==> config.mk <==
export PLATFORM = sky130hd
export DESIGN_NAME = i2c_master_arbiter
export DESIGN_NICKNAME = d
export VERILOG_FILES = /design/src/rtl/i2c_arb_pkg.sv /design/src/rtl/i2c_master_arbiter_rr.sv /design/src/rtl/i2c_master_arbiter.sv
export SDC_FILE = /design/constraint.sdc
export NUM_CORES = 1
export LEC_CHECK = 0
export CAP_MARGIN = 20
export CORE_MARGIN = 2
export CORE_UTILIZATION = 30
export DETAILED_ROUTE_END_ITERATION = 6
export PLACE_DENSITY = 0.68
export SKIP_CTS_REPAIR_TIMING = 1
export SLEW_MARGIN = 25
export SYNTH_ARGS = -nofsm -noshare
export SYNTH_HDL_FRONTEND = slang
export SYNTH_SLANG_ARGS = --single-unit
==> constraint.sdc <==
create_clock -name clk -period 4.7 [get_ports clk]
set_input_delay 0.94 -clock clk [delete_from_list [all_inputs] [get_ports clk]]
set_output_delay 0.94 -clock clk [all_outputs]
set_load 0.01 [all_outputs]
==> src/rtl/i2c_arb_pkg.sv <==
// Shared types and field widths for the I2C master arbiter.
// Optional watchdog enabled by I2C_ARB_TIMEOUT_EN.
package i2c_arb_pkg;

  localparam int ADDR_W  = 7;
  localparam int NBYTE_W = 4;
  localparam int DATA_W  = 8;

  typedef enum logic [2:0] {
    IDLE      = 3'd0,
    ARB       = 3'd1,
    LAUNCH    = 3'd2,
    WAIT_BUSY = 3'd3,
    RUN       = 3'd4,
    RESP      = 3'd5
  } state_e;

  typedef enum logic [1:0] {
    RESP_OK      = 2'd0,
    RESP_NACK    = 2'd1,
    RESP_TIMEOUT = 2'd2
  } resp_e;

  function automatic logic [NBYTE_W-1:0] fix_nbyte(
    input logic [NBYTE_W-1:0] n
  );
    return (n == '0) ? NBYTE_W'(1) : n;
  endfunction

endpackage

==> src/rtl/i2c_master_arbiter_rr.sv <==
// Combinational round-robin pick: first set req bit at or
// above ptr, wrapping, as one-hot plus binary index.
module rr_arbiter_core #(
  parameter int NREQ = 4
) (
  input  logic [NREQ-1:0]         req,
  input  logic [$clog2(NREQ)-1:0] ptr,
  output logic [NREQ-1:0]         gnt_oh,
  output logic [$clog2(NREQ)-1:0] idx,
  output logic                    any
);

  localparam int IW = $clog2(NREQ);
  localparam logic [IW:0] NREQ_W = (IW+1)'(NREQ);

  logic [NREQ-1:0] rot;
  logic [IW:0]     sum;

  // rot[k] is requester (ptr+k) mod NREQ
  assign rot = NREQ'({req, req} >> ptr);

  always_comb begin
    any = 1'b0;
    sum = '0;
    for (int k = NREQ - 1; k >= 0; k--) begin
      if (rot[k]) begin
        any = 1'b1;
        sum = {1'b0, ptr} + (IW+1)'(k);
      end
    end
    if (sum >= NREQ_W) sum = sum - NREQ_W;
    idx    = sum[IW-1:0];
    gnt_oh = any ? (NREQ'(1) << idx) : '0;
  end

endmodule

==> src/rtl/i2c_master_arbiter.sv <==
// Round-robin sharing of one I2C master among NREQ clients.
// Define I2C_ARB_TIMEOUT_EN to add the transaction watchdog.
module i2c_master_arbiter
  import i2c_arb_pkg::*;
#(
  parameter int NREQ        = 4,
  parameter int TIMEOUT_CYC = 4096
) (
  input  logic                      clk,
  input  logic                      resetN,
  input  logic [NREQ-1:0]           req,
  input  logic [ADDR_W*NREQ-1:0]    req_addr,
  input  logic [NREQ-1:0]           req_rw,
  input  logic [NBYTE_W*NREQ-1:0]   req_nbyte,
  input  logic [DATA_W*NREQ-1:0]    req_wdata,
  output logic [NREQ-1:0]           gnt,
  output logic [NREQ-1:0]           wdata_ack,
  output logic [DATA_W-1:0]         rdata,
  output logic [NREQ-1:0]           rdata_valid,
  output logic [NREQ-1:0]           done,
  output logic [1:0]                resp,
  output logic                      m_en,
  output logic                      m_rw,
  output logic [ADDR_W-1:0]         m_addr,
  output logic [NBYTE_W-1:0]        m_nbyte,
  output logic [DATA_W-1:0]         m_wdata,
  input  logic                      m_busy,
  input  logic                      m_byte_req,
  input  logic                      m_rbyte_vld,
  input  logic [DATA_W-1:0]         m_rbyte,
  input  logic                      m_done,
  input  logic                      m_nack
);

  localparam int IW = $clog2(NREQ);

  state_e              state_q, state_d;
  logic [IW-1:0]       ptr_q, ptr_d;
  logic [IW-1:0]       idx_q, idx_d;
  logic [NREQ-1:0]     gnt_q, gnt_d;
  logic [ADDR_W-1:0]   addr_q, addr_d;
  logic                rw_q, rw_d;
  logic [NBYTE_W-1:0]  nbyte_q, nbyte_d;
  logic                m_en_q, m_en_d;
  logic [DATA_W-1:0]   rdata_q, rdata_d;
  logic [NREQ-1:0]     rvld_q, rvld_d;
  resp_e               resp_q, resp_d;

  logic [NREQ-1:0]     arb_oh;
  logic [IW-1:0]       arb_idx;
  logic                arb_any;
  logic [ADDR_W-1:0]   w_addr;
  logic                w_rw;
  logic [NBYTE_W-1:0]  w_nbyte;
  logic [DATA_W-1:0]   own_wdata;
  logic                byte_take;

  rr_arbiter_core #(
    .NREQ(NREQ)
  ) u_rr (
    .req   (req),
    .ptr   (ptr_q),
    .gnt_oh(arb_oh),
    .idx   (arb_idx),
    .any   (arb_any)
  );

  always_comb begin
    w_addr    = '0;
    w_rw      = 1'b0;
    w_nbyte   = '0;
    own_wdata = '0;
    for (int i = 0; i < NREQ; i++) begin
      if (arb_oh[i]) begin
        w_addr  = req_addr[i*ADDR_W +: ADDR_W];
        w_rw    = req_rw[i];
        w_nbyte = req_nbyte[i*NBYTE_W +: NBYTE_W];
      end
      if (gnt_q[i]) own_wdata = req_wdata[i*DATA_W +: DATA_W];
    end
  end

`ifdef I2C_ARB_TIMEOUT_EN
  localparam logic [15:0] TMO_LIM = 16'(TIMEOUT_CYC);
  logic [15:0] tmo_q, tmo_d;
`else
  logic unused_tmo;
  assign unused_tmo = ^TIMEOUT_CYC;
`endif

  always_comb begin
    state_d = state_q;
    ptr_d   = ptr_q;
    idx_d   = idx_q;
    gnt_d   = gnt_q;
    addr_d  = addr_q;
    rw_d    = rw_q;
    nbyte_d = nbyte_q;
    m_en_d  = 1'b0;
    rdata_d = rdata_q;
    rvld_d  = '0;
    resp_d  = resp_q;
    unique case (state_q)
      IDLE: if (|req) state_d = ARB;
      ARB: begin
        if (arb_any) begin
          state_d = LAUNCH;
          gnt_d   = arb_oh;
          idx_d   = arb_idx;
          addr_d  = w_addr;
          rw_d    = w_rw;
          nbyte_d = fix_nbyte(w_nbyte);
        end else begin
          state_d = IDLE;
        end
      end
      LAUNCH: begin
        m_en_d  = 1'b1;
        state_d = WAIT_BUSY;
      end
      WAIT_BUSY: begin
        // a master that finishes before busy is seen still completes
        if (m_done) begin
          state_d = RESP;
          resp_d  = m_nack ? RESP_NACK : RESP_OK;
        end else if (m_busy) begin
          state_d = RUN;
        end
      end
      RUN: begin
        if (m_rbyte_vld) begin
          rdata_d = m_rbyte;
          rvld_d  = gnt_q;
        end
        if (m_done) begin
          state_d = RESP;
          resp_d  = m_nack ? RESP_NACK : RESP_OK;
        end
      end
      RESP: begin
        state_d = IDLE;
        gnt_d   = '0;
        ptr_d   = (idx_q == IW'(NREQ - 1)) ? '0 : idx_q + 1'b1;
      end
      default: state_d = IDLE;
    endcase
`ifdef I2C_ARB_TIMEOUT_EN
    tmo_d = tmo_q;
    if (state_q == LAUNCH) begin
      tmo_d = '0;
    end else if (state_q == WAIT_BUSY || state_q == RUN) begin
      if (tmo_q != 16'hFFFF) tmo_d = tmo_q + 16'd1;
      if (tmo_q >= TMO_LIM && !m_done) begin
        state_d = RESP;
        resp_d  = RESP_TIMEOUT;
      end
    end
`endif
  end

  always_ff @(posedge clk or negedge resetN) begin
    if (!resetN) begin
      state_q <= IDLE;
      ptr_q   <= '0;
      idx_q   <= '0;
      gnt_q   <= '0;
      addr_q  <= '0;
      rw_q    <= 1'b0;
      nbyte_q <= '0;
      m_en_q  <= 1'b0;
      rdata_q <= '0;
      rvld_q  <= '0;
      resp_q  <= RESP_OK;
    end else begin
      state_q <= state_d;
      ptr_q   <= ptr_d;
      idx_q   <= idx_d;
      gnt_q   <= gnt_d;
      addr_q  <= addr_d;
      rw_q    <= rw_d;
      nbyte_q <= nbyte_d;
      m_en_q  <= m_en_d;
      rdata_q <= rdata_d;
      rvld_q  <= rvld_d;
      resp_q  <= resp_d;
    end
  end

`ifdef I2C_ARB_TIMEOUT_EN
  always_ff @(posedge clk or negedge resetN) begin
    if (!resetN) tmo_q <= '0;
    else         tmo_q <= tmo_d;
  end
`endif

  assign byte_take   = (state_q == RUN) && m_byte_req;
  assign wdata_ack   = byte_take ? gnt_q : '0;
  assign m_wdata     = byte_take ? own_wdata : '0;
  assign done        = (state_q == RESP) ? gnt_q : '0;
  assign gnt         = gnt_q;
  assign m_en        = m_en_q;
  assign m_rw        = rw_q;
  assign m_addr      = addr_q;
  assign m_nbyte     = nbyte_q;
  assign rdata       = rdata_q;
  assign rdata_valid = rvld_q;
  assign resp        = resp_q;

endmodule

Yosys cells after proc, flatten, opt, wreduce, memory -nomap -nowiden. Cells that the tools add are included.

Add/sub/neg operators: 5. Magnitude comparators: 1. Equal/unequal tests: 10. Shift-type cells: 2. Multiplexer cells: 43. Reduce and logical (&&, ||, !) cells: 11.

Operators with widths (count): $mux 4 (11); $mux 8 (5); $mux 7 (4); $mux 3 (8); $pmux 3 s5 (1); $mux 1 (10); $pmux 4 s2 (1); $reduce_and 2->1 (4); $shr 8x2->4 (1); $add 2x2->3 const B (2); $eq 3x2->1 const B (2); $eq 3x3->1 const B (2); $mux 2 (3); $ne 2x2->1 const B (3); $logic_not 4->1 (1); $reduce_or 4->1 (1); $shl 1x2->4 const A (1); $add 2x1->3 const B (1); $eq 3x1->1 const B (1); $ge 3x3->1 const B (1); $logic_not 3->1 (1); $ne 3x3->1 const B (1); $reduce_and 3->1 (1); $add 2x1->2 const B (1); other kinds (5) (5).

Flip-flop bits (word level): 38. Bits of input ports: 99. Output and inout port bits: 47. Logic and storage cells: 83.

Logic depth before layout (Yosys ltp). Gate-level depths: netlist of the first run.

Word-level depth: 15. Mapped depth: 8. Gate-level depth less buffers: 6.

Modules after synthesis. A second synthesis of the first run with hierarchy kept.

Cells, all modules: 263. Area total of the unflattened synthesis: 2290.9 um2.

Modules (own cells, without submodules): i2c_master_arbiter (times used 1, cells an instance 231, area each 2112.0 um2, seq. area each 925.9 um2); rr_arbiter_core (times used 1, cells an instance 32, area each 178.9 um2, seq. area each 0.0 um2).

Least setup slack after synthesis of the first run. OpenSTA, ideal clock, no wires.

Path kind: input to register. From: input req[0]. To: register addr_q[4], in the netlist m_addr[4]. Library setup time: 0.126 ns. Data arrival time: 2.374 ns. Required time: 4.574 ns. Setup slack: 2.201 ns. Cell stages on the path: 6. Buffers on the path: 1. Cell sequence: nor3b_1 > a211oi_2 > buf_4 > mux2_1 > a221oi_1 > nor2_1.

Cells in the longest elaborated chain, start to end: 13. Elaborated cells on any way between the ends: 19. Those cells by class: add/sub: 1; order compare: 1; shift: 2; mux: 14; reduce/logical: 1.

RTL lines: start, declared (RTL line i2c_master_arbiter.sv:11) `input logic [NREQ-1:0] req,`; $shr 8x2->4 (*) (RTL line i2c_master_arbiter_rr.sv:20) `assign rot = NREQ'({req, req} >> ptr);`; $mux 3 (4 in a row) (RTL line i2c_master_arbiter_rr.sv:26) `if (rot[k]) begin`; $ge 3x3->1 / $sub 2x1->2 (equally long branches) (RTL line i2c_master_arbiter_rr.sv:31) `if (sum >= NREQ_W) sum = sum - NREQ_W;`; $mux 2 (RTL line i2c_master_arbiter_rr.sv:31); $shl 1x2->4 (RTL line i2c_master_arbiter_rr.sv:33) `gnt_oh = any ? (NREQ'(1) << idx) : '0;`; $mux 4 (RTL line i2c_master_arbiter_rr.sv:33); $mux 7 (4 in a row) (RTL line i2c_master_arbiter.sv:74) `if (arb_oh[i]) begin`; end signal, assigned (RTL line i2c_master_arbiter.sv:179) `addr_q <= addr_d;`; end, declared (RTL line i2c_master_arbiter.sv:41) `logic [ADDR_W-1:0] addr_q, addr_d;`.

Mark *: on every way between the ends. The rest lies on a longest branch, timed or not. A chain may end at the register's enable or synchronous reset.

Worst setup path in the final report of the first run.
From: register gnt_q[1], in the netlist gnt[1]. To: output m_wdata[4].

Cells in the longest elaborated chain, start to end: 4.

RTL lines: start, declared (RTL line i2c_master_arbiter.sv:40) `logic [NREQ-1:0] gnt_q, gnt_d;`; start signal, assigned (RTL line i2c_master_arbiter.sv:178) `gnt_q <= gnt_d;`; $mux 8 (3 in a row) (RTL line i2c_master_arbiter.sv:79) `if (gnt_q[i]) own_wdata = req_wdata[i*DATA_W +: DATA_W];`; $mux 8 (RTL line i2c_master_arbiter.sv:198) `assign m_wdata = byte_take ? own_wdata : '0;`; end, declared (RTL line i2c_master_arbiter.sv:26) `output logic [DATA_W-1:0] m_wdata,`.

Every way passes these cells.

==> metrics.md, run 1 <==
| Metric | Value |
|---|---|
| Result of the run | `finished clean` |
| Final Wtd Congestion | `0.797` |
| TritonCTS clock tree | `built` |
| Detailed Route WL | `6.82 mm` |
| Final total power | `1760 uW` |
| Endpoint of the most critical register-to-register path | `m_nbyte[0]` |
| Classification of the worst setup path | `reg -> out` |
| Yosys warns | `0` |
| Reg clk slew, reported paths | `0.07 ns` |
| Total DRC errors in the routed layout | `0` |
| Count of H-tree levels built during CTS | `2` |
| Average footprint of a synthesized cell | `9.61 um^2` |
| GR Overflow Total | `0` |
| Post-Route Skew | `0.00514 ns` |
| Power density cells | `455 nW/um^2` |
| Maximum clock insertion buffer count | `2` |
| Overall Global Routing Usage | `16.7%` |
| Tightest Hold Check Type | `reg -> reg` |
| Number of distinct library cells after synthesis | `43` |
| Vias/cell | `4.84` |
| Terminating pin of the worst hold path | `m_nbyte[1]` |
| Number of clock sinks seen by CTS | `37` |
| Via count | `2293` |
| Maximum number of pins on one net before global-route repair | `38` |
| DIE AREA | `8370 um^2` |
| Count of final setup violators | `0` |
| Initial drt markers | `78` |
| Primary flip-flop cell chosen by synthesis mapping | `sky130_fd_sc_hd__dfrtp_1` |
| Setup repair after global routing missed its margin | `no` |
| Final max-slew violation count | `0` |
| Worst-case reg-to-reg path depth | `4` |
| Starting density of the core | `31.3%` |
| Antenna fix cells | `0` |
| Net count after synthesis | `339` |
| Combined flip-flop and latch cell area | `926 um^2` |
| Setup TNS | `0 ns` |
| Number of hold-slack violations in the final timing report | `0` |
| Final net count | `474` |
| Wire length of the first global-routing pass | `11.3 mm` |
| Most instantiated cells after synthesis | `sky130_fd_sc_hd__dfrtp_1, sky130_fd_sc_hd__nor2_1, sky130_fd_sc_hd__mux2_2, sky130_fd_sc_hd__a21oi_1, sky130_fd_sc_hd__nand2_1` |
| Async SR Flop Fraction | `100%` |
| Max Freq | `0.294 GHz` |
| Layout overhead on the synthesized area | `68.1%` |
| Share of cells above drive strength 1 | `9.07%` |
| Number of port buffers | `144` |
| Min Clock Period, post-route | `3.40 ns` |
| Required time at the worst-slack endpoint | `3.76 ns` |
| Clk Tree Root Cell | `sky130_fd_sc_hd__clkbuf_8` |
| Antenna violations before repair | `0` |
| Routed len/inst | `14.4 um` |
| Number of global-route vias before repair | `2378` |
| Number of search-and-repair iterations in the first detailed-routing pass | `4` |
| Largest cells by area after synthesis | `sky130_fd_sc_hd__dfrtp_1, sky130_fd_sc_hd__mux2_2, sky130_fd_sc_hd__a221oi_1` |
| TritonCTS buffer count | `5` |
| Post-Syn Instances | `239` |
| Floorplan die height | `91.5 um` |
| Register-to-register path setup slack | `2.42 ns` |
| Number of flops mapped to enable cells by yosys | `0` |
| Synth top area share | `40.3%` |
| Flop and latch count out of synthesis | `37` |
| Dominant cell by count in the synthesized netlist | `sky130_fd_sc_hd__dfrtp_1` |
| Worst rel slew slack | `44.9%` |
| Data arrival time at the worst-slack endpoint | `2.46 ns` |
| Footprint of the multi-input gates | `1270 um^2` |
| Tcrit/Tclk final | `72.3%` |
| Mapped Area | `2300 um^2` |
| Clock latency on the worst-skew pair | `0.29 ns` |
| Maximum vdd drop | `0.184 mV` |
| Row Count | `31` |
| Transition time at the pin with the least slew margin | `0.826 ns` |
| Post-detailed-route count of antenna-violating nets | `0` |
| Reported max-cap violation count | `0` |
| Leakage power summed over all cells | `0.00157 uW` |
| Count of pins on the block boundary | `146` |
| Start point of the worst min-delay path | `m_nbyte[1]` |
| Placeable core area | `7330 um^2` |
| Width of the chip | `91.5 um` |
| Area after detailed placement | `3780 um^2` |
| Startpoint of the worst-slack reg-to-reg timing path | `state_q[0]` |
| Largest fanout on the critical path | `14` |
| Filler cell count in the final layout | `665` |
| Endpoint class of the critical path | `primary output` |
| Top cell type by total area after synthesis | `sky130_fd_sc_hd__dfrtp_1` |
| Cell depth of the worst min-delay path | `2` |
| Sum of net half-perimeters after detailed placement | `5.28 mm` |
| Sequential share of the synthesized area | `40.3%` |
| Type of origin of the critical path | `flip-flop` |
| Summed area of non-filler cells in the final layout | `3860 um^2` |
[state kept, by name, summed over array words and instances, names as in the netlist]
register     cells
state_q          3
ptr_q            2
rdata_valid      4
idx_q            2
rdata            8
m_addr           7
m_rw             1
gnt              4
m_en             1
resp             1
m_nbyte          4
[metrics by stage]
step,utilization (%),setup WS (ns),cells,hold WS (ns)
floorplan,-,2.20,239,0.454
global placement,51.5,1.37,466,0.464
detailed placement,51.5,1.32,466,0.472
CTS,52.7,1.29,474,0.489
global route,52.7,0.997,474,0.508
finish,52.7,1.30,474,0.485
[cell families (layout without fill, tap and decap cells)]
logic type,Yosys count,in the layout,share of synthesized area [%]
AO/OA/AOI/OAI,60,60,18.9
other,1,1,0.163
adder cells (fa/ha/maj),1,1,0.545
multiplexers,34,34,16.2
flip-flops,37,37,40.3
AND/OR/NAND/NOR,86,86,19.5
buffers and inverters,20,156,4.41
[area by class of cell]
cell class | count | share of cell area, %
Clock buffer | 6 | 1.88
Clock inverter | 2 | 0.259
Inverter | 2 | 0.194
Multi-Input combinational cell | 182 | 32.9
Sequential cell | 37 | 24.0
Tap cell | 99 | 3.21
Timing Repair Buffer | 146 | 37.6
[worst max path at each step]
| stage | startpoint | end | cells past startpoint |
|---|---|---|---|
| 2_1_floorplan | req[0] | m_addr[4] | 6 |
| 3_3_place_gp | req_wdata[13] | m_wdata[5] | 6 |
| 3_5_place_dp | req_wdata[8] | m_wdata[0] | 6 |
| 4_1_cts | gnt[1] | m_wdata[0] | 6 |
| 5_1_grt | gnt[1] | m_wdata[3] | 6 |
| 6_report | gnt[1] | m_wdata[4] | 6 |
[cells in the final DEF, fill, tap and decap left out, drive strengths merged, types with 2 or more instances in the layout]
cell	synthesis	routed
nand2b	3	3
o21ai	13	13
nor2b	11	11
nand3	5	5
clkbuf	11	6
a221oi	15	15
clkinv	0	2
o32ai	2	2
a32o	2	2
dfrtp	37	37
inv	2	2
nand3b	2	2
a21oi	17	17
nor2	22	22
o21bai	2	2
and3	12	12
nand2	16	16
buf	7	3
nor3	8	8
clkdlybuf4s50	0	143
nor3b	3	3
mux2	25	25
mux2i	9	9
[metal layers]
layer,track usage (%),wire (um),vias to the layer above,share of wire [%]
met1,19.9,2810,1035,41
met5,0,0,-,0
met3,5.31,582,12,8.5
met2,28.5,3310,97,49
li1,-,-,1149,-
met4,5.18,109,0,1.6
[critical path, stage by stage (launching register included)]
cell and delay (ns):
sky130_fd_sc_hd__dfrtp_1 0.57, sky130_fd_sc_hd__nor2b_1 0.55, sky130_fd_sc_hd__a221oi_1 0.15, sky130_fd_sc_hd__nor3_1 0.16, sky130_fd_sc_hd__a21oi_1 0.06, sky130_fd_sc_hd__nor2_1 0.12
sky130_fd_sc_hd__clkdlybuf4s50_1 0.55
[report_power, final]
part           switching (uW)  internal, uW  leakage [uW]
clock                     112           103     0.0000450
combinational             423           526       0.00106
sequential                141           453      0.000461
(Power assumes the default switching activity.)
==> run 2, diff against run 1 <==
--- a/config.mk
+++ b/config.mk
@@ -9,7 +9,7 @@
 export CORE_MARGIN = 2
 export CORE_UTILIZATION = 30
 export DETAILED_ROUTE_END_ITERATION = 6
-export PLACE_DENSITY = 0.68
+export PLACE_DENSITY = 0.71
 export SKIP_CTS_REPAIR_TIMING = 1
 export SLEW_MARGIN = 25
 export SYNTH_ARGS = -nofsm -noshare
==> constraint.sdc (replaced) <==
create_clock -name clk -period 2.8 [get_ports clk]
set_input_delay 0.56 -clock clk [delete_from_list [all_inputs] [get_ports clk]]
set_output_delay 0.56 -clock clk [all_outputs]
set_load 0.01 [all_outputs]
==> metrics.md, run 2 (synthesis gave the netlist of run 1 again) <==
| Metric | Value |
|---|---|
| Initial drt markers | `86 (+10%)` |
| Number of global-route vias before repair | `2485 (+4.5%)` |
| Max incr delay on CP | `0.55 ns (-0.02 ns)` |
| Wire length of the first global-routing pass | `12.0 mm (+5.5%)` |
| Endpoint of the most critical register-to-register path | `m_nbyte[2]` |
| GR met3 Demand/Resource | `6.22% (+0.91 points)` |
| Sum of net half-perimeters after detailed placement | `5.67 mm (+7.4%)` |
| Width of the chip | `91.5 um (unchanged)` |
| Number of clock sinks seen by CTS | `37 (unchanged)` |
| Tcrit/Tclk final | `93.7%` |
| GRT Max-Usage Layer | `met2` |
| Routed len/inst | `15.3 um (+6.3%)` |
| Maximum number of pins on one net before global-route repair | `38 (unchanged)` |
| Post-Route Skew | `0.00674 ns (+0.00160 ns)` |
| Via count | `2365 (+3.1%)` |
| Final Worst Setup Slack | `0.177 ns (-1.12 ns)` |
| Count of H-tree levels built during CTS | `2 (unchanged)` |
| Share of cells above drive strength 1 | `11.8% (+2.7 points)` |
| Number of port buffers | `144 (unchanged)` |
| Critical-path cell list | `nor3b_2 > nand2_2 > nor2_1 > clkdlybuf4s50_1` |
| Overall Global Routing Usage | `17.7% (+0.97 points)` |
| Area after detailed placement | `3840 um^2 (+1.7%)` |
| Vias/cell | `4.92 (+1.6%)` |
| Number of hold-slack violations in the final timing report | `0 (unchanged)` |
| Transition time at the pin with the least slew margin | `0.812 ns (-0.0142 ns)` |
| Maximum clock insertion buffer count | `2 (unchanged)` |
| Final max-slew violation count | `0 (unchanged)` |
| Register-to-register path setup slack | `0.71 ns (-1.71 ns)` |
| Result of the run | `finished clean` |
| Clk Tree Root Cell | `sky130_fd_sc_hd__clkbuf_8` |
| Required time at the worst-slack endpoint | `2.24 ns (-1.52 ns)` |
| Count of pins on the block boundary | `146 (unchanged)` |
| Met1 global-route usage | `19.9% (about the same)` |
| Count of final setup violators | `0 (unchanged)` |
| Starting density of the core | `31.3% (unchanged)` |
| Tightest Hold Check Type | `in -> async` |
| Highest-count cells in the layout ignoring fill and taps | `sky130_fd_sc_hd__clkdlybuf4s50_1, sky130_fd_sc_hd__dfrtp_1, sky130_fd_sc_hd__nor2_1, sky130_fd_sc_hd__mux2_2, sky130_fd_sc_hd__a21oi_1` |
| Number of search-and-repair iterations in the first detailed-routing pass | `4 (unchanged)` |
| Row Count | `31 (unchanged)` |
| Power density cells | `775 nW/um^2 (+70%)` |
| Clock latency on the worst-skew pair | `0.30 ns (about the same)` |
| Min Clock Period, post-route | `2.62 ns` |
| Final Wtd Congestion | `0.797 (about the same)` |
| Data arrival time at the worst-slack endpoint | `2.06 ns (-0.40 ns)` |
| Reported max-cap violation count | `0 (unchanged)` |
| TritonCTS clock tree | `built` |
| Total DRC errors in the routed layout | `0 (unchanged)` |
| Largest fanout on the critical path | `9 (-5)` |
| Flip-flop count of the largest register, all copies and words added | `8 (unchanged)` |
| Summed area of non-filler cells in the final layout | `3940 um^2 (+2.1%)` |
| Startpoint of the worst-slack reg-to-reg timing path | `ptr_q[1]` |
| Classification of the worst setup path | `reg -> out` |
| Reg clk slew, reported paths | `0.07 ns (about the same)` |
| GR Overflow Total | `0 (unchanged)` |
| DIE AREA | `8370 um^2 (unchanged)` |
| Antenna fix cells | `0 (unchanged)` |
| Layout overhead on the synthesized area | `71.7%` |
| Final net count | `481 (+1.5%)` |
| Max Freq | `0.381 GHz` |
| Maximum vdd drop | `0.357 mV (+94%)` |
| Most common library cell in the layout ignoring fill and taps | `sky130_fd_sc_hd__clkdlybuf4s50_1` |
| TritonCTS buffer count | `5 (unchanged)` |
| Fraction of met2 tracks used by global routing | `31.4% (+2.9 points)` |
| Antenna violations before repair | `0 (unchanged)` |
| Endpoint class of the critical path | `primary output` |
| Floorplan die height | `91.5 um (unchanged)` |
| Pre-CTS setup slack | `0.0949 ns (-1.23 ns)` |
| Type of origin of the critical path | `flip-flop` |
| Placeable core area | `7330 um^2 (unchanged)` |
| Worst rel slew slack | `45.9% (+0.95 points)` |
| Setup repair after global routing missed its margin | `no` |
| Crit-path slowest cell | `sky130_fd_sc_hd__clkdlybuf4s50_1` |
| Post-detailed-route count of antenna-violating nets | `0 (unchanged)` |
| Worst-case reg-to-reg path depth | `6 (+2)` |
| Leakage power summed over all cells | `0.00161 uW (+2.7%)` |
| Detailed Route WL | `7.36 mm (+7.8%)` |
run 2: changes by cell type in the layout (fill, tap and decap cells not counted):
cell                      before  now
sky130_fd_sc_hd__nor2b_1      11   10
sky130_fd_sc_hd__dfrtp_1      37   36
sky130_fd_sc_hd__buf_12        0    1
sky130_fd_sc_hd__nand2_1      16   15
sky130_fd_sc_hd__nor2b_4       0    1
sky130_fd_sc_hd__buf_4         2    8
sky130_fd_sc_hd__nor3b_1       3    2
sky130_fd_sc_hd__nor3b_2       0    1
sky130_fd_sc_hd__nand2_2       0    1
sky130_fd_sc_hd__dfrtp_2       0    1
run 2: report_power, final:
part | total (uW) | leakage (uW) | switching, uW | internal, uW
logic | 1710 | 0.00110 | 758 | 948
clock network | 367 | 0.0000450 | 194 | 173
registers | 982 | 0.000459 | 221 | 761
run 2: worst max path at each step:
stage,endpoint,cells after the start,from,slack (ns)
floorplan,m_addr[4],6,req[0],0.68
global placement,m_nbyte[0],6,req[0],0.18
detailed placement,m_nbyte[0],6,req[2],0.09
CTS,m_wdata[3],4,state_q[1],-0.18
global route,m_wdata[7],4,state_q[1],0.04
finish,m_wdata[1],4,state_q[1],0.18
run 2: per-stage QoR:
stage	power (uW)	hold slack [ns]	setup TNS [ns]	util, %	cells
floorplan	1930	0.264	0	-	239
global placement	2660	0.470	0	52.4	473
detailed placement	2700	0.477	0	52.4	473
CTS	3080	0.390	-1.35	53.5	481
global route	3290	0.444	0	53.8	481
finish	3050	0.355	0	53.8	481
run 2: final cells by class:
class                           count  area (um^2)
Clock buffer                        6         72.6
Clock inverter                      2         10.0
Fill cell                         674         3390
Inverter                            2         7.51
Multi-Input combinational cell    182         1280
Sequential cell                    37          927
Tap cell                           99          124
Timing Repair Buffer              153         1520
run 2: worst max-delay path: cells and delay by family, from the launching register on:
family	cells	cell delay, ns
AND/OR/NAND/NOR	3	0.74
buffers and inverters	1	0.55
flip-flops	1	0.48
run 2: routing by layer:
metal  part of all wire, %  vias to the layer above
li1                      -                     1164
met1                    40                     1096
met2                    50                       95
met3                   8.4                       10
met4                   1.3                        0
met5                     0                        -
==> run 3, diff against run 2 <==
==> constraint.sdc (replaced) <==
create_clock -name clk -period 2.8 [get_ports clk]
set_input_delay 0.56 -clock clk [delete_from_list [all_inputs] [get_ports clk]]
set_output_delay 0.56 -clock clk [all_outputs]
set_load 0.05 [all_outputs]
==> metrics.md, run 3 (synthesis gave the netlist of run 1 again) <==
| Metric | Value |
|---|---|
| Maximum number of pins on one net before global-route repair | `38 (unchanged)` |
| Post-route worst hold slack | `0.353 ns (-0.00135 ns)` |
| Type of origin of the critical path | `flip-flop` |
| Routed len/inst | `14.9 um (-2.5%)` |
| Row Count | `31 (unchanged)` |
| Highest-count cells in the layout ignoring fill and taps | `sky130_fd_sc_hd__clkdlybuf4s50_1, sky130_fd_sc_hd__dfrtp_1, sky130_fd_sc_hd__nor2_1, sky130_fd_sc_hd__mux2_2` |
| Clock latency on the worst-skew pair | `0.29 ns (about the same)` |
| Tightest Hold Check Type | `in -> async` |
| Count of final setup violators | `0 (unchanged)` |
| Min Clock Period, post-route | `2.68 ns (+0.0599 ns)` |
| TritonCTS buffer count | `5 (unchanged)` |
| Tcrit/Tclk final | `95.8% (+2.1 points)` |
| Final net count | `481 (unchanged)` |
| Wire length of the first global-routing pass | `11.7 mm (-2.2%)` |
| Final Wtd Congestion | `0.812 (+1.8%)` |
| Crit. Startpoint | `state_q[0]` |
| Post-Route Skew | `0.00450 ns (-0.00224 ns)` |
| Power density cells | `896 nW/um^2 (+16%)` |
| Filler cell count in the final layout | `634 (-5.9%)` |
| Post-detailed-route count of antenna-violating nets | `0 (unchanged)` |
| Util after Layout | `55.3% (+1.5 points)` |
| Most common library cell in the layout ignoring fill and taps | `sky130_fd_sc_hd__clkdlybuf4s50_1` |
| Summed area of non-filler cells in the final layout | `4050 um^2 (+2.8%)` |
| Transition time at the pin with the least slew margin | `0.802 ns (-0.00944 ns)` |
| Number of search-and-repair iterations in the first detailed-routing pass | `4 (unchanged)` |
| Floorplan die height | `91.5 um (unchanged)` |
| Area after detailed placement | `3960 um^2 (+3.1%)` |
| Maximum clock insertion buffer count | `2 (unchanged)` |
| Number of global-route vias before repair | `2430 (-2.2%)` |
| Data arrival time at the worst-slack endpoint | `2.12 ns (+0.06 ns)` |
| Antenna violations before repair | `0 (unchanged)` |
| Layout overhead on the synthesized area | `76.5%` |
| Share of cells above drive strength 1 | `14.4% (+2.6 points)` |
| Setup repair after global routing missed its margin | `no` |
| Reg clk slew, reported paths | `0.07 ns (about the same)` |
| Overall Global Routing Usage | `17.2% (-0.45 points)` |
| Reported max-cap violation count | `0 (unchanged)` |
| Required time at the worst-slack endpoint | `2.24 ns (about the same)` |
| TritonCTS clock tree | `built` |
| Setup TNS | `0 ns (unchanged)` |
| Clk Tree Root Cell | `sky130_fd_sc_hd__clkbuf_8` |
| Vias/cell | `4.97 (+1.0%)` |
| Number of hold-slack violations in the final timing report | `0 (unchanged)` |
| Max Freq | `0.373 GHz (-2.2%)` |
| DIE AREA | `8370 um^2 (unchanged)` |
| Worst-case reg-to-reg path depth | `6 (unchanged)` |
| Width of the chip | `91.5 um (unchanged)` |
| Result of the run | `finished clean` |
| Worst rel slew slack | `46.5% (+0.63 points)` |
| Number of port buffers | `144 (unchanged)` |
| GR Overflow Total | `0 (unchanged)` |
| Sum of net half-perimeters after detailed placement | `5.68 mm (+0.12%)` |
| Largest fanout on the critical path | `8 (-1)` |
| Endpoint of the most critical register-to-register path | `m_nbyte[0]` |
| Maximum vdd drop | `0.424 mV (+19%)` |
| Placeable core area | `7330 um^2 (unchanged)` |
| Count of pins on the block boundary | `146 (unchanged)` |
| Final total power | `3630 uW (+19%)` |
| Flip-flop count of the largest register, all copies and words added | `8 (unchanged)` |
| Endpoint class of the critical path | `primary output` |
| Register-to-register path setup slack | `0.70 ns (about the same)` |
| Classification of the worst setup path | `reg -> out` |
| Antenna fix cells | `0 (unchanged)` |
| Starting density of the core | `31.3% (unchanged)` |
| Leakage power summed over all cells | `0.00166 uW (+3.3%)` |
| Initial drt markers | `127 (+48%)` |
| Total DRC errors in the routed layout | `0 (unchanged)` |
| Startpoint of the worst-slack reg-to-reg timing path | `ptr_q[1]` |
| Number of clock sinks seen by CTS | `37 (unchanged)` |
| Detailed Route WL | `7.17 mm (-2.5%)` |
| Count of H-tree levels built during CTS | `2 (unchanged)` |
| Final max-slew violation count | `0 (unchanged)` |
| Via count | `2389 (+1.0%)` |
==> run 3: stage by stage <==
step | std cells | worst slack [ns]
3_3_place_gp | 473 | 0.181
2_1_floorplan | 239 | 0.210
4_1_cts | 481 | 0.127
5_1_grt | 481 | 0.00585
3_5_place_dp | 473 | 0.0811
6_report | 481 | 0.117
==> run 3: final cells by class <==
type,count,area [um^2],area share (%)
Timing Repair Buffer,153,1640,40.4
Multi-Input combinational cell,182,1270,31.4
Sequential cell,37,926,22.9
Tap cell,99,124,3.06
Clock buffer,5,68.8,1.70
Clock inverter,3,17.5,0.432
Inverter,2,7.51,0.185
==> run 3: worst max path at each step <==
stage	endpoint	slack, ns	cells after the start
after floorplan	m_wdata[0]	0.21	6
after global placement	m_nbyte[0]	0.18	6
after detailed placement	m_nbyte[0]	0.08	7
after CTS	done[3]	0.13	3
after global routing	done[3]	0.006	3
final	done[3]	0.12	3
==> run 3: critical path, stage by stage (launching register included) <==
cell and delay [ns]:
sky130_fd_sc_hd__dfrtp_1 0.46, sky130_fd_sc_hd__nor2b_1 0.36, sky130_fd_sc_hd__and3_1 0.22, sky130_fd_sc_hd__clkdlybuf4s50_1 0.80
==> run 3: routing by layer <==
metal  track usage [%]  wire length (um)
met1              20.4              2980
met2              29.8              3530
met3              5.89               589
met4              4.29                65
met5                 0                 0
==> run 3: where the power goes <==
part	total, uW	internal [uW]	leakage [uW]	switching [uW]
clock network	359	172	0.0000439	188
registers	965	761	0.000461	203
logic	2300	954	0.00116	1350
total	3630	1890	0.00166	1740
